File: src/rtl/combat_pkg.sv
// combat_pkg: shared encodings for the two-tank combat sequencer
package combat_pkg;
   localparam logic [2:0] COLL_NONE = 3'b100;
   localparam logic [1:0] WIN_NONE  = 2'b00;
   localparam logic [1:0] WIN_TANK1 = 2'b01;
   localparam logic [1:0] WIN_TANK2 = 2'b10;
   localparam logic [1:0] WIN_DRAW  = 2'b11;
   typedef enum logic [1:0] {B_IDLE, B_FLY, B_COOL} bullet_state_t;
   typedef enum logic [1:0] {S_READY, S_ON, S_RECHARGE} shield_state_t;
   typedef enum logic [1:0] {G_PLAY = 2'b00, G_FREEZE = 2'b01, G_OVER = 2'b10} game_state_t;
   function automatic logic is_hit(input logic [2:0] code);
      return code != COLL_NONE;
   endfunction
endpackage

File: src/rtl/combat_controller_if.sv
// combat_controller_if: keys, collision codes and game outputs between datapath and sequencer
interface combat_controller_if #(parameter int HP_W = 2);
   logic            frame_clk, fire1, fire2, shield_req1, shield_req2, start;
   logic [2:0]      disappear, disappear2, tank_bullet, tank_bullet2;
   logic            bullet1_launch, bullet2_launch, bullet1_active, bullet2_active;
   logic            field1On, field2On;
   logic [HP_W-1:0] hp1, hp2;
   logic [1:0]      game_state, winner;
   modport slave (
      input  frame_clk, fire1, fire2, shield_req1, shield_req2, start,
      input  disappear, disappear2, tank_bullet, tank_bullet2,
      output bullet1_launch, bullet2_launch, bullet1_active, bullet2_active,
      output field1On, field2On, hp1, hp2, game_state, winner
   );
   modport master (
      output frame_clk, fire1, fire2, shield_req1, shield_req2, start,
      output disappear, disappear2, tank_bullet, tank_bullet2,
      input  bullet1_launch, bullet2_launch, bullet1_active, bullet2_active,
      input  field1On, field2On, hp1, hp2, game_state, winner
   );
endinterface

File: src/rtl/combat_tank_ctrl.sv
// combat_tank_ctrl: one tank's fire capture, bullet lifecycle and shield timing
module combat_tank_ctrl import combat_pkg::*; #(
   parameter int BULLET_LIFE     = 120,
   parameter int COOLDOWN        = 15,
   parameter int SHIELD_FRAMES   = 90,
   parameter int SHIELD_RECHARGE = 240,
   parameter int CNT_W           = 8
) (
   input  logic       Clk,
   input  logic       Reset,
   input  logic       tick,
   input  logic       play,
   input  logic       over,
   input  logic       force_cool,
   input  logic       restart,
   input  logic       fire,
   input  logic       shield_req,
   input  logic [2:0] tank_code,
   input  logic [2:0] dis_code,
   output logic       launch,
   output logic       active,
   output logic       field_on,
   output logic       hit_opp
);
   bullet_state_t    b_state, b_next;
   shield_state_t    s_state, s_next;
   logic [CNT_W-1:0] b_cnt, b_cnt_nx, s_cnt, s_cnt_nx;
   logic             fire_q, pend, go, kill, cool_end, on_end, rc_end;
   assign go       = tick & play & ~force_cool & pend & (b_state == B_IDLE);
   assign hit_opp  = tick & (b_state == B_FLY) & is_hit(tank_code);
   assign kill     = is_hit(tank_code) | is_hit(dis_code) | (b_cnt == CNT_W'(BULLET_LIFE - 1));
   assign cool_end = b_cnt == CNT_W'(COOLDOWN - 1);
   assign on_end   = s_cnt == CNT_W'(SHIELD_FRAMES - 1);
   assign rc_end   = s_cnt == CNT_W'(SHIELD_RECHARGE - 1);
   assign active   = b_state == B_FLY;
   assign field_on = s_state == S_ON;
   // bullet: a round-ending hit overrides everything, then launch, flight kill, cooldown
   always_comb begin
      b_next   = b_state;
      b_cnt_nx = b_cnt;
      if (force_cool) begin
         b_next   = B_COOL;
         b_cnt_nx = '0;
      end else if (go) begin
         b_next   = B_FLY;
         b_cnt_nx = '0;
      end else if (tick && b_state == B_FLY) begin
         b_next   = kill ? B_COOL : B_FLY;
         b_cnt_nx = kill ? '0 : b_cnt + 1'b1;
      end else if (tick && b_state == B_COOL) begin
         b_next   = cool_end ? B_IDLE : B_COOL;
         b_cnt_nx = cool_end ? '0 : b_cnt + 1'b1;
      end
   end
   // shield: fixed on-time then fixed recharge lockout, key release has no effect
   always_comb begin
      s_next   = s_state;
      s_cnt_nx = s_cnt;
      if (tick && s_state == S_READY && shield_req && !over) begin
         s_next   = S_ON;
         s_cnt_nx = '0;
      end else if (tick && s_state == S_ON) begin
         s_next   = on_end ? S_RECHARGE : S_ON;
         s_cnt_nx = on_end ? '0 : s_cnt + 1'b1;
      end else if (tick && s_state == S_RECHARGE) begin
         s_next   = rc_end ? S_READY : S_RECHARGE;
         s_cnt_nx = rc_end ? '0 : s_cnt + 1'b1;
      end
   end
   // state registers; a pending shot survives only while the bullet idles in play
   always_ff @(posedge Clk) begin
      if (Reset || restart) begin
         b_state <= B_IDLE;
         s_state <= S_READY;
         b_cnt   <= '0;
         s_cnt   <= '0;
         pend    <= 1'b0;
         launch  <= 1'b0;
         fire_q  <= 1'b0;
      end else begin
         b_state <= b_next;
         s_state <= s_next;
         b_cnt   <= b_cnt_nx;
         s_cnt   <= s_cnt_nx;
         pend    <= (fire & ~fire_q) | (pend & ~(tick & (go | (b_state != B_IDLE) | ~play)));
         launch  <= go;
         fire_q  <= fire;
      end
   end
endmodule

File: src/rtl/combat_controller.sv
// combat_controller: frame-rate round sequencer owning hp, bullets and shields of both tanks
module combat_controller import combat_pkg::*; #(
   parameter int HP_INIT         = 3,
   parameter int HP_W            = 2,
   parameter int BULLET_LIFE     = 120,
   parameter int COOLDOWN        = 15,
   parameter int SHIELD_FRAMES   = 90,
   parameter int SHIELD_RECHARGE = 240,
   parameter int FREEZE_FRAMES   = 60,
   parameter int CNT_W           = 8
) (
   input logic                Clk,
   input logic                Reset,
   combat_controller_if.slave bus
);
   logic             frame_q, tick, hit1, hit2, force_cool, restart, play, over;
   logic [HP_W-1:0]  hp1, hp2, hp1_nx, hp2_nx;
   logic [CNT_W-1:0] f_cnt, f_cnt_nx;
   logic [1:0]       winner, winner_nx;
   game_state_t      game, game_nx;
   assign play       = game == G_PLAY;
   assign over       = game == G_OVER;
   assign restart    = over & bus.start;
   assign force_cool = tick & play & (hit1 | hit2);
   combat_tank_ctrl #(
      .BULLET_LIFE(BULLET_LIFE), .COOLDOWN(COOLDOWN), .SHIELD_FRAMES(SHIELD_FRAMES),
      .SHIELD_RECHARGE(SHIELD_RECHARGE), .CNT_W(CNT_W)
   ) u_tank1 (
      .Clk(Clk), .Reset(Reset), .tick(tick), .play(play), .over(over),
      .force_cool(force_cool), .restart(restart), .fire(bus.fire1), .shield_req(bus.shield_req1),
      .tank_code(bus.tank_bullet), .dis_code(bus.disappear), .launch(bus.bullet1_launch),
      .active(bus.bullet1_active), .field_on(bus.field1On), .hit_opp(hit1)
   );
   combat_tank_ctrl #(
      .BULLET_LIFE(BULLET_LIFE), .COOLDOWN(COOLDOWN), .SHIELD_FRAMES(SHIELD_FRAMES),
      .SHIELD_RECHARGE(SHIELD_RECHARGE), .CNT_W(CNT_W)
   ) u_tank2 (
      .Clk(Clk), .Reset(Reset), .tick(tick), .play(play), .over(over),
      .force_cool(force_cool), .restart(restart), .fire(bus.fire2), .shield_req(bus.shield_req2),
      .tank_code(bus.tank_bullet2), .dis_code(bus.disappear2), .launch(bus.bullet2_launch),
      .active(bus.bullet2_active), .field_on(bus.field2On), .hit_opp(hit2)
   );
   // hp bookkeeping and round sequencing; a knockout outranks the freeze
   always_comb begin
      hp1_nx    = hp1;
      hp2_nx    = hp2;
      game_nx   = game;
      winner_nx = winner;
      f_cnt_nx  = f_cnt;
      if (restart) begin
         hp1_nx    = HP_W'(HP_INIT);
         hp2_nx    = HP_W'(HP_INIT);
         game_nx   = G_PLAY;
         winner_nx = WIN_NONE;
         f_cnt_nx  = '0;
      end else if (tick && play) begin
         hp1_nx = hp1 - HP_W'(hit2 && hp1 != '0);
         hp2_nx = hp2 - HP_W'(hit1 && hp2 != '0);
         if (hp1_nx == '0 || hp2_nx == '0) begin
            game_nx   = G_OVER;
            winner_nx = {hp1_nx == '0, hp2_nx == '0};
         end else if (hit1 || hit2) begin
            game_nx  = G_FREEZE;
            f_cnt_nx = '0;
         end
      end else if (tick && game == G_FREEZE) begin
         game_nx  = f_cnt == CNT_W'(FREEZE_FRAMES - 1) ? G_PLAY : G_FREEZE;
         f_cnt_nx = f_cnt == CNT_W'(FREEZE_FRAMES - 1) ? '0 : f_cnt + 1'b1;
      end
   end
   // frame tick detection one Clk late, plus game registers
   always_ff @(posedge Clk) begin
      if (Reset) begin
         frame_q <= 1'b0;
         tick    <= 1'b0;
         hp1     <= HP_W'(HP_INIT);
         hp2     <= HP_W'(HP_INIT);
         game    <= G_PLAY;
         winner  <= WIN_NONE;
         f_cnt   <= '0;
      end else begin
         frame_q <= bus.frame_clk;
         tick    <= bus.frame_clk & ~frame_q;
         hp1     <= hp1_nx;
         hp2     <= hp2_nx;
         game    <= game_nx;
         winner  <= winner_nx;
         f_cnt   <= f_cnt_nx;
      end
   end
   assign bus.hp1        = hp1;
   assign bus.hp2        = hp2;
   assign bus.game_state = game;
   assign bus.winner     = winner;
endmodule

File: src/flat_wrapper.sv
// flat-port wrapper written by rule: the top's interface ports become plain ports
module combat_controller_flat import combat_pkg::*;
#(
   parameter int HP_INIT         = 3,
   parameter int HP_W            = 2,
   parameter int BULLET_LIFE     = 120,
   parameter int COOLDOWN        = 15,
   parameter int SHIELD_FRAMES   = 90,
   parameter int SHIELD_RECHARGE = 240,
   parameter int FREEZE_FRAMES   = 60,
   parameter int CNT_W           = 8
)
  (Clk, Reset, bus_frame_clk, bus_fire1, bus_fire2, bus_shield_req1, bus_shield_req2, bus_start, bus_disappear, bus_disappear2, bus_tank_bullet, bus_tank_bullet2, bus_bullet1_launch, bus_bullet2_launch, bus_bullet1_active, bus_bullet2_active, bus_field1On, bus_field2On, bus_hp1, bus_hp2, bus_game_state, bus_winner);
  combat_controller_if #(.HP_W(HP_W)) bus_i ();
  input logic Clk;
  input logic Reset;
  input wire logic [$bits(bus_i.frame_clk)-1:0] bus_frame_clk;
  input wire logic [$bits(bus_i.fire1)-1:0] bus_fire1;
  input wire logic [$bits(bus_i.fire2)-1:0] bus_fire2;
  input wire logic [$bits(bus_i.shield_req1)-1:0] bus_shield_req1;
  input wire logic [$bits(bus_i.shield_req2)-1:0] bus_shield_req2;
  input wire logic [$bits(bus_i.start)-1:0] bus_start;
  input wire logic [$bits(bus_i.disappear)-1:0] bus_disappear;
  input wire logic [$bits(bus_i.disappear2)-1:0] bus_disappear2;
  input wire logic [$bits(bus_i.tank_bullet)-1:0] bus_tank_bullet;
  input wire logic [$bits(bus_i.tank_bullet2)-1:0] bus_tank_bullet2;
  output wire logic [$bits(bus_i.bullet1_launch)-1:0] bus_bullet1_launch;
  output wire logic [$bits(bus_i.bullet2_launch)-1:0] bus_bullet2_launch;
  output wire logic [$bits(bus_i.bullet1_active)-1:0] bus_bullet1_active;
  output wire logic [$bits(bus_i.bullet2_active)-1:0] bus_bullet2_active;
  output wire logic [$bits(bus_i.field1On)-1:0] bus_field1On;
  output wire logic [$bits(bus_i.field2On)-1:0] bus_field2On;
  output wire logic [$bits(bus_i.hp1)-1:0] bus_hp1;
  output wire logic [$bits(bus_i.hp2)-1:0] bus_hp2;
  output wire logic [$bits(bus_i.game_state)-1:0] bus_game_state;
  output wire logic [$bits(bus_i.winner)-1:0] bus_winner;
  assign bus_i.frame_clk = bus_frame_clk;
  assign bus_i.fire1 = bus_fire1;
  assign bus_i.fire2 = bus_fire2;
  assign bus_i.shield_req1 = bus_shield_req1;
  assign bus_i.shield_req2 = bus_shield_req2;
  assign bus_i.start = bus_start;
  assign bus_i.disappear = bus_disappear;
  assign bus_i.disappear2 = bus_disappear2;
  assign bus_i.tank_bullet = bus_tank_bullet;
  assign bus_i.tank_bullet2 = bus_tank_bullet2;
  assign bus_bullet1_launch = bus_i.bullet1_launch;
  assign bus_bullet2_launch = bus_i.bullet2_launch;
  assign bus_bullet1_active = bus_i.bullet1_active;
  assign bus_bullet2_active = bus_i.bullet2_active;
  assign bus_field1On = bus_i.field1On;
  assign bus_field2On = bus_i.field2On;
  assign bus_hp1 = bus_i.hp1;
  assign bus_hp2 = bus_i.hp2;
  assign bus_game_state = bus_i.game_state;
  assign bus_winner = bus_i.winner;
  combat_controller #(.HP_INIT(HP_INIT), .HP_W(HP_W), .BULLET_LIFE(BULLET_LIFE), .COOLDOWN(COOLDOWN), .SHIELD_FRAMES(SHIELD_FRAMES), .SHIELD_RECHARGE(SHIELD_RECHARGE), .FREEZE_FRAMES(FREEZE_FRAMES), .CNT_W(CNT_W)) u_core (.Clk(Clk), .Reset(Reset), .bus(bus_i));
endmodule
File: config.mk
export PLATFORM = sky130hd
export DESIGN_NAME = combat_controller_flat
export DESIGN_NICKNAME = d
export VERILOG_FILES = /design/src/rtl/combat_pkg.sv /design/src/rtl/combat_controller_if.sv /design/src/rtl/combat_tank_ctrl.sv /design/src/rtl/combat_controller.sv /design/src/flat_wrapper.sv
export SDC_FILE = /design/constraint.sdc
export NUM_CORES = 1
export LEC_CHECK = 0
export CAP_MARGIN = 40
export CORE_UTILIZATION = 62
export CTS_CLUSTER_DIAMETER = 40
export DETAILED_ROUTE_END_ITERATION = 7
export PLACE_DENSITY = 0.83
export RECOVER_POWER = 100
export SLEW_MARGIN = 20
export SYNTH_ARGS = -nofsm -noshare
export SYNTH_HDL_FRONTEND = slang
export SYNTH_HIERARCHICAL = 1
export SYNTH_SLANG_ARGS = --single-unit
File: constraint.sdc
create_clock -name Clk -period 7.6 [get_ports Clk]
set_input_delay 1.52 -clock Clk [delete_from_list [all_inputs] [get_ports Clk]]
set_output_delay 1.52 -clock Clk [all_outputs]
set_load 0.01 [all_outputs]
Word level (Yosys, flattened, before mapping)
Index checks and enable logic that the tools add are counted.

Register bits: 64. Input bits: 20. Output and inout port bits: 14. Logic and storage cells: 196.

Add/sub/neg operators: 7. Equality and inequality tests: 26. Mux-type cells: 48. Bitwise operators: 37. Reduce and logical (&&, ||, !) cells: 53.

Operators with widths (number): $mux W8 (21); $mux W2 (24); $add A8 B1 Y8 const B (5); $eq A8 B7 Y1 const B (4); $and A1 B1 Y1 (19); $logic_and A1 B1 Y1 (18); $reduce_bool A2 Y1 (9); $eq A8 B4 Y1 const B (2); $eq A8 B8 Y1 const B (2); $ne A3 B3 Y1 const B (5); $logic_not A2 Y1 (7); $reduce_bool A3 Y1 (4); $or A1 B1 Y1 (11); $eq A2 B1 Y1 const B (5); $eq A2 B2 Y1 const B (5); $eq A8 B6 Y1 const B (1); $reduce_bool A4 Y1 (2); $reduce_or A2 Y1 (4); $not A1 Y1 (7); $reduce_or A3 Y1 (2); $ne A2 B2 Y1 const B (2); $reduce_and A2 Y1 (2); $sub A2 B1 Y2 (2); $logic_or A1 B1 Y1 (3); other kinds (3) (5).

Longest topological paths before layout
Depth in word-level cells: 15. Gate-level depth with buffers: 9.

By module
Netlist, hierarchy kept.

Modules (own cells, without submodules): combat_tank_ctrl (instances 2, cells an instance 148, area each 1297.5 um2, seq. area each 460.4 um2); combat_controller (instances 1, cells an instance 106, area each 965.9 um2, seq. area each 360.3 um2).

Worst setup path after synthesis
OpenSTA, ideal clock, no wires.

Path kind: in2reg. Start: in bus_tank_bullet[1]. End: reg u_core.f_cnt[6]. Data arrival time: 3.412 ns. Data required time: 7.512 ns. Setup slack: 4.100 ns. Stages: 9. Path buffers: 1. Path through: or3b_1 -> and2_1 -> o21a_1 -> ha_1 -> or2b_2 -> a21oi_4 -> buf_6 -> nor2_2 -> a311oi_2.

Longest elaborated chain between the ends: 8. Elaborated cells between the ends (all ways): 10.

RTL lines: from (decl) (line flat_wrapper.sv:25) `input wire logic [$bits(bus_i.tank_bullet)-1:0] bus_tank_bullet;`; $ne A3 B3 Y1 * (line combat_pkg.sv:12) `return code != COLL_NONE;`; $and A1 B1 Y1 * (line combat_tank_ctrl.sv:30) `assign hit_opp = tick & (b_state == B_FLY) & is_hit(tank_code);`; via u_core.hit1 (line combat_controller.sv:16) `logic frame_q, tick, hit1, hit2, force_cool, restart, play, over;`; $logic_and A1 B1 Y1 (line combat_controller.sv:58) `hp2_nx = hp2 - HP_W'(hit1 && hp2 != '0);`; $sub A2 B1 Y2 (line combat_controller.sv:58); $logic_not A2 Y1 (line combat_controller.sv:59) `if (hp1_nx == '0 || hp2_nx == '0) begin`; $logic_or A1 B1 Y1 (line combat_controller.sv:59); $ne A2 B2 Y1 (no line); $reduce_and A3 Y1 (no line) *; to (signal assigned) (line combat_controller.sv:88) `f_cnt <= f_cnt_nx;`; to (decl) (line combat_controller.sv:18) `logic [CNT_W-1:0] f_cnt, f_cnt_nx;`.

Mark *: on every way through the listed nets, which the timed path passes. The rest lies on a longest branch. A chain may end at the register's enable or synchronous reset.

Final worst setup path
Start: in bus_tank_bullet[2]. End: reg u_core.f_cnt[4].

Same word-level chain as after synthesis.

==> flow_summary.toml <==
[grt]
first_global_vias = 2825
grt_max_degree = 28
grt.overflow.total = 0
track_usage_pct = 26.5
antenna_found_initial = 0
grt_pass1_wl_mm = 12.7

[logic_synthesis]
synth.distinct_cells = 57
syn_inst = 402
synth_edf_count = 0
async_reset_ff_share_pct = 0
synthFlopType = "dfxtp_1"
syn_nets = 433
avgSynthCellArea_sq_um = 8.86
ys_warn_count = 6
synth-seq-cells = 64
ys_seq_area_share_pct = 36.0
synth.cell_area_sq_mm = 0.00356

[final_layout]
final_common_cell = "dfxtp_1"
diodes = 0
layout_common_cells = "dfxtp_1 (64), nor2_1 (35), a21oi_1 (34), nand2_1 (23)"
drive_gt1_share_pct = 7.05
nNetsFinal = 467
multi_input_area_sq_mm = 0.00212
fillers = 440
regArea_sq_mm = 0.00128
areaGrowthSynthToFinish_pct = 14.5
finalNonFillerCells = 512

[placement]
routabilityCongestion = 0.864
post-place-ws_ns = 3.49
dpl.hpwl_mm = 5.41
dp.cells = 497
port_buffers = 33

[run_status]
status = "finished clean"

[sta]
finalSetupTns_ns = 0
finalSetupViolCount = 0
hold_violations = 0
slew_headroom_pct = 28.1
maxSlewViolCount = 0
worstMarginPinSlew_ns = 1.08
fin_skew_ns = 0.00951
period_needed_ns = 4.39
max_clock_freq_ghz = 0.228
rsz0062_at_grt = "false"
fin_crit_sh_pct = 57.8
layout_setup_ws_ns = 3.21

[drt]
drc = 0
firstDrtPassIters = 5
routedWlPerCell_um = 14.9
drt_iter0_markers = 238
routed_wl_mm = 7.64
drtAntennaViolNets = 0
viasPerCell = 6.17
vias = 3161

[floorplan]
dieWidth_um = 77.8
core_area_sq_mm = 0.00551
num_rows = 27
pin_count = 34
start_util_pct = 64.7
die_height_um = 77.8
dieArea_sq_mm = 0.00605

[critical_path]
required_ns = 7.87
cpMaxStageDelayCell = "a21oi_1"
worst_setup_path_start_kind = "input pin"
cpPeakStageDelay_ns = 0.85
cp_top_family = "compound AO/OA/AOI/OAI gates"
arrival_ns = 4.66
cpMostUsedCell = "a21oi_1"
path_class = "input pin to flip-flop"
path_buf_inv = 1
path_cells = "dlygate4sd3_1, or3b_1, and2_0, o21a_1, ha_1, or2b_2, a21oi_1, o31ai_1, a21oi_1"
path_max_fanout = 16
cp-end-kind = "flip-flop"

[cts]
cts_setup_buffers = 0
insertion_delay_ns = 0.34
cts.sinks = 64
clk_path_buf_depth = 2
htree_levels = 3
path_clk_slew_ns = 0.07
cts_buffers = 9
cts_resized = 0
hold_buffers = 0
cts_tree = "built"
root_buffer = "clkbuf_8"

[pwr]
power_density_mw_per_mm2 = 165
leakagePower_nw = 1.46
max-vdd-ir-drop_mv = 0.128

[run]
cap_violations = 0

[min_path]
hp-class = "flip-flop to flip-flop"
stage by stage:
stage                     power (mW)  hold slack [ns]  instance area [sq um]  utilization (%)
after floorplan                0.379            0.367                   3560                -
after global placement         0.397            0.371                   3910             71.1
after detailed placement       0.399            0.381                   3910             71.1
after CTS                      0.680            0.390                   4100             74.5
after global routing           0.700            0.410                   4080             74.1
final                          0.673            0.385                   4080             74.1
worst reg2reg max path, stage by stage (launching register included):
cell      delay [ns]
dfxtp_1         0.84
buf_4           0.42
and3b_1         0.26
and2_0          0.26
o21a_1          0.16
ha_1            0.13
nand2b_1        0.08
a21oi_1         0.83
o31ai_1         0.21
a21oi_1         0.18
logic make-up after synthesis:
| logic type | count (synthesis) | synth area share, % |
|---|---|---|
| xor+xnor | 20 | 5.34 |
| buf+inv | 26 | 3.69 |
| simple gates | 190 | 32.5 |
| fa+ha+maj | 11 | 3.87 |
| flops | 64 | 36.0 |
| compound gates | 91 | 18.7 |
synth_stat cells (3+ instances only):
library cell	instances	area share (%)
and4_1	4	0.98
or2_1	5	0.88
and3b_1	3	0.74
nor2_1	35	3.7
o31ai_1	7	1.5
nand2_1	23	2.4
xor2_1	16	3.9
nor3_1	5	0.70
nor2b_1	6	1.1
and2_1	11	1.9
clkbuf_1	4	0.42
nor3b_1	4	0.84
nand4b_1	4	0.98
o211ai_1	6	1.3
ha_1	11	3.9
and3_1	12	2.1
a311o_1	4	1.1
a211oi_1	6	1.3
buf_6	4	1.3
dfxtp_1	64	36
or4_1	7	1.5
o21ai_0	12	1.7
or3b_1	4	0.98
nand3_1	14	2.0
or3_1	9	1.6
nor4bb_1	6	1.7
a311oi_1	6	1.5
inv_1	15	1.6
a21oi_1	33	4.6
nand2b_1	3	0.53
buf_2	3	0.42
nand4_1	17	3.0
sequential cells by signal (all words and copies together) (netlist names):
signal	count
u_core/f_cnt	8
u_core/u_tank1/b_cnt	8
u_core/u_tank1/s_cnt	8
u_core/u_tank2/b_cnt	8
u_core/u_tank2/s_cnt	8
u_core/bus.game_state	2
u_core/bus.hp1	2
u_core/bus.hp2	2
u_core/bus.winner	2
u_core/u_tank1/b_state	2
u_core/u_tank1/s_state	2
u_core/u_tank2/b_state	2
u_core/u_tank2/s_state	2
u_core/frame_q	1
u_core/tick	1
u_core/u_tank1/fire_q	1
u_core/u_tank1/launch	1
u_core/u_tank1/pend	1
u_core/u_tank2/fire_q	1
u_core/u_tank2/launch	1
u_core/u_tank2/pend	1
routing by layer:
metal / wire [um] / vias to the layer above / global-route usage [%]
li1: - / 1564 / -
met3: 395 / 12 / 7.65
met2: 3570 / 87 / 42.7
met5: 0 / - / 0
met4: 114 / 0 / 9.43
met1: 3560 / 1498 / 33.6
area by class of cell:
type / instances / share of cell area (%)
Sequential cell: 64 / 31.4
Tap cell: 72 / 2.21
Inverter: 15 / 1.38
Timing Repair Buffer: 34 / 8.28
Clock buffer: 12 / 3.56
Clock inverter: 3 / 1.04
Multi-Input combinational cell: 312 / 52.1
report_power, final:
| group | internal, mW | total [mW] | switching [mW] |
|---|---|---|---|
| clock | 0.158 | 0.282 | 0.124 |
| sequential | 0.340 | 0.346 | 0.00620 |
| combinational | 0.0216 | 0.0443 | 0.0228 |
| total | 0.520 | 0.673 | 0.153 |
path summary, 6_finish.rpt:
kind | from | to | slack (ns) | cells after the start
setup reg to reg | u_core/tick$_SDFF_PP0_ | u_core/f_cnt[4]$_SDFFE_PP0P_ | 4.15 | 9
hold reg to reg | u_core/frame_q$_SDFF_PP0_ | u_core/tick$_SDFF_PP0_ | 0.38 | 1
hold / removal | u_core/frame_q$_SDFF_PP0_ | u_core/tick$_SDFF_PP0_ | 0.38 | 1
setup / recovery | bus_tank_bullet[2] | u_core/f_cnt[4]$_SDFFE_PP0P_ | 3.21 | 9
(Power assumes the default switching activity.)
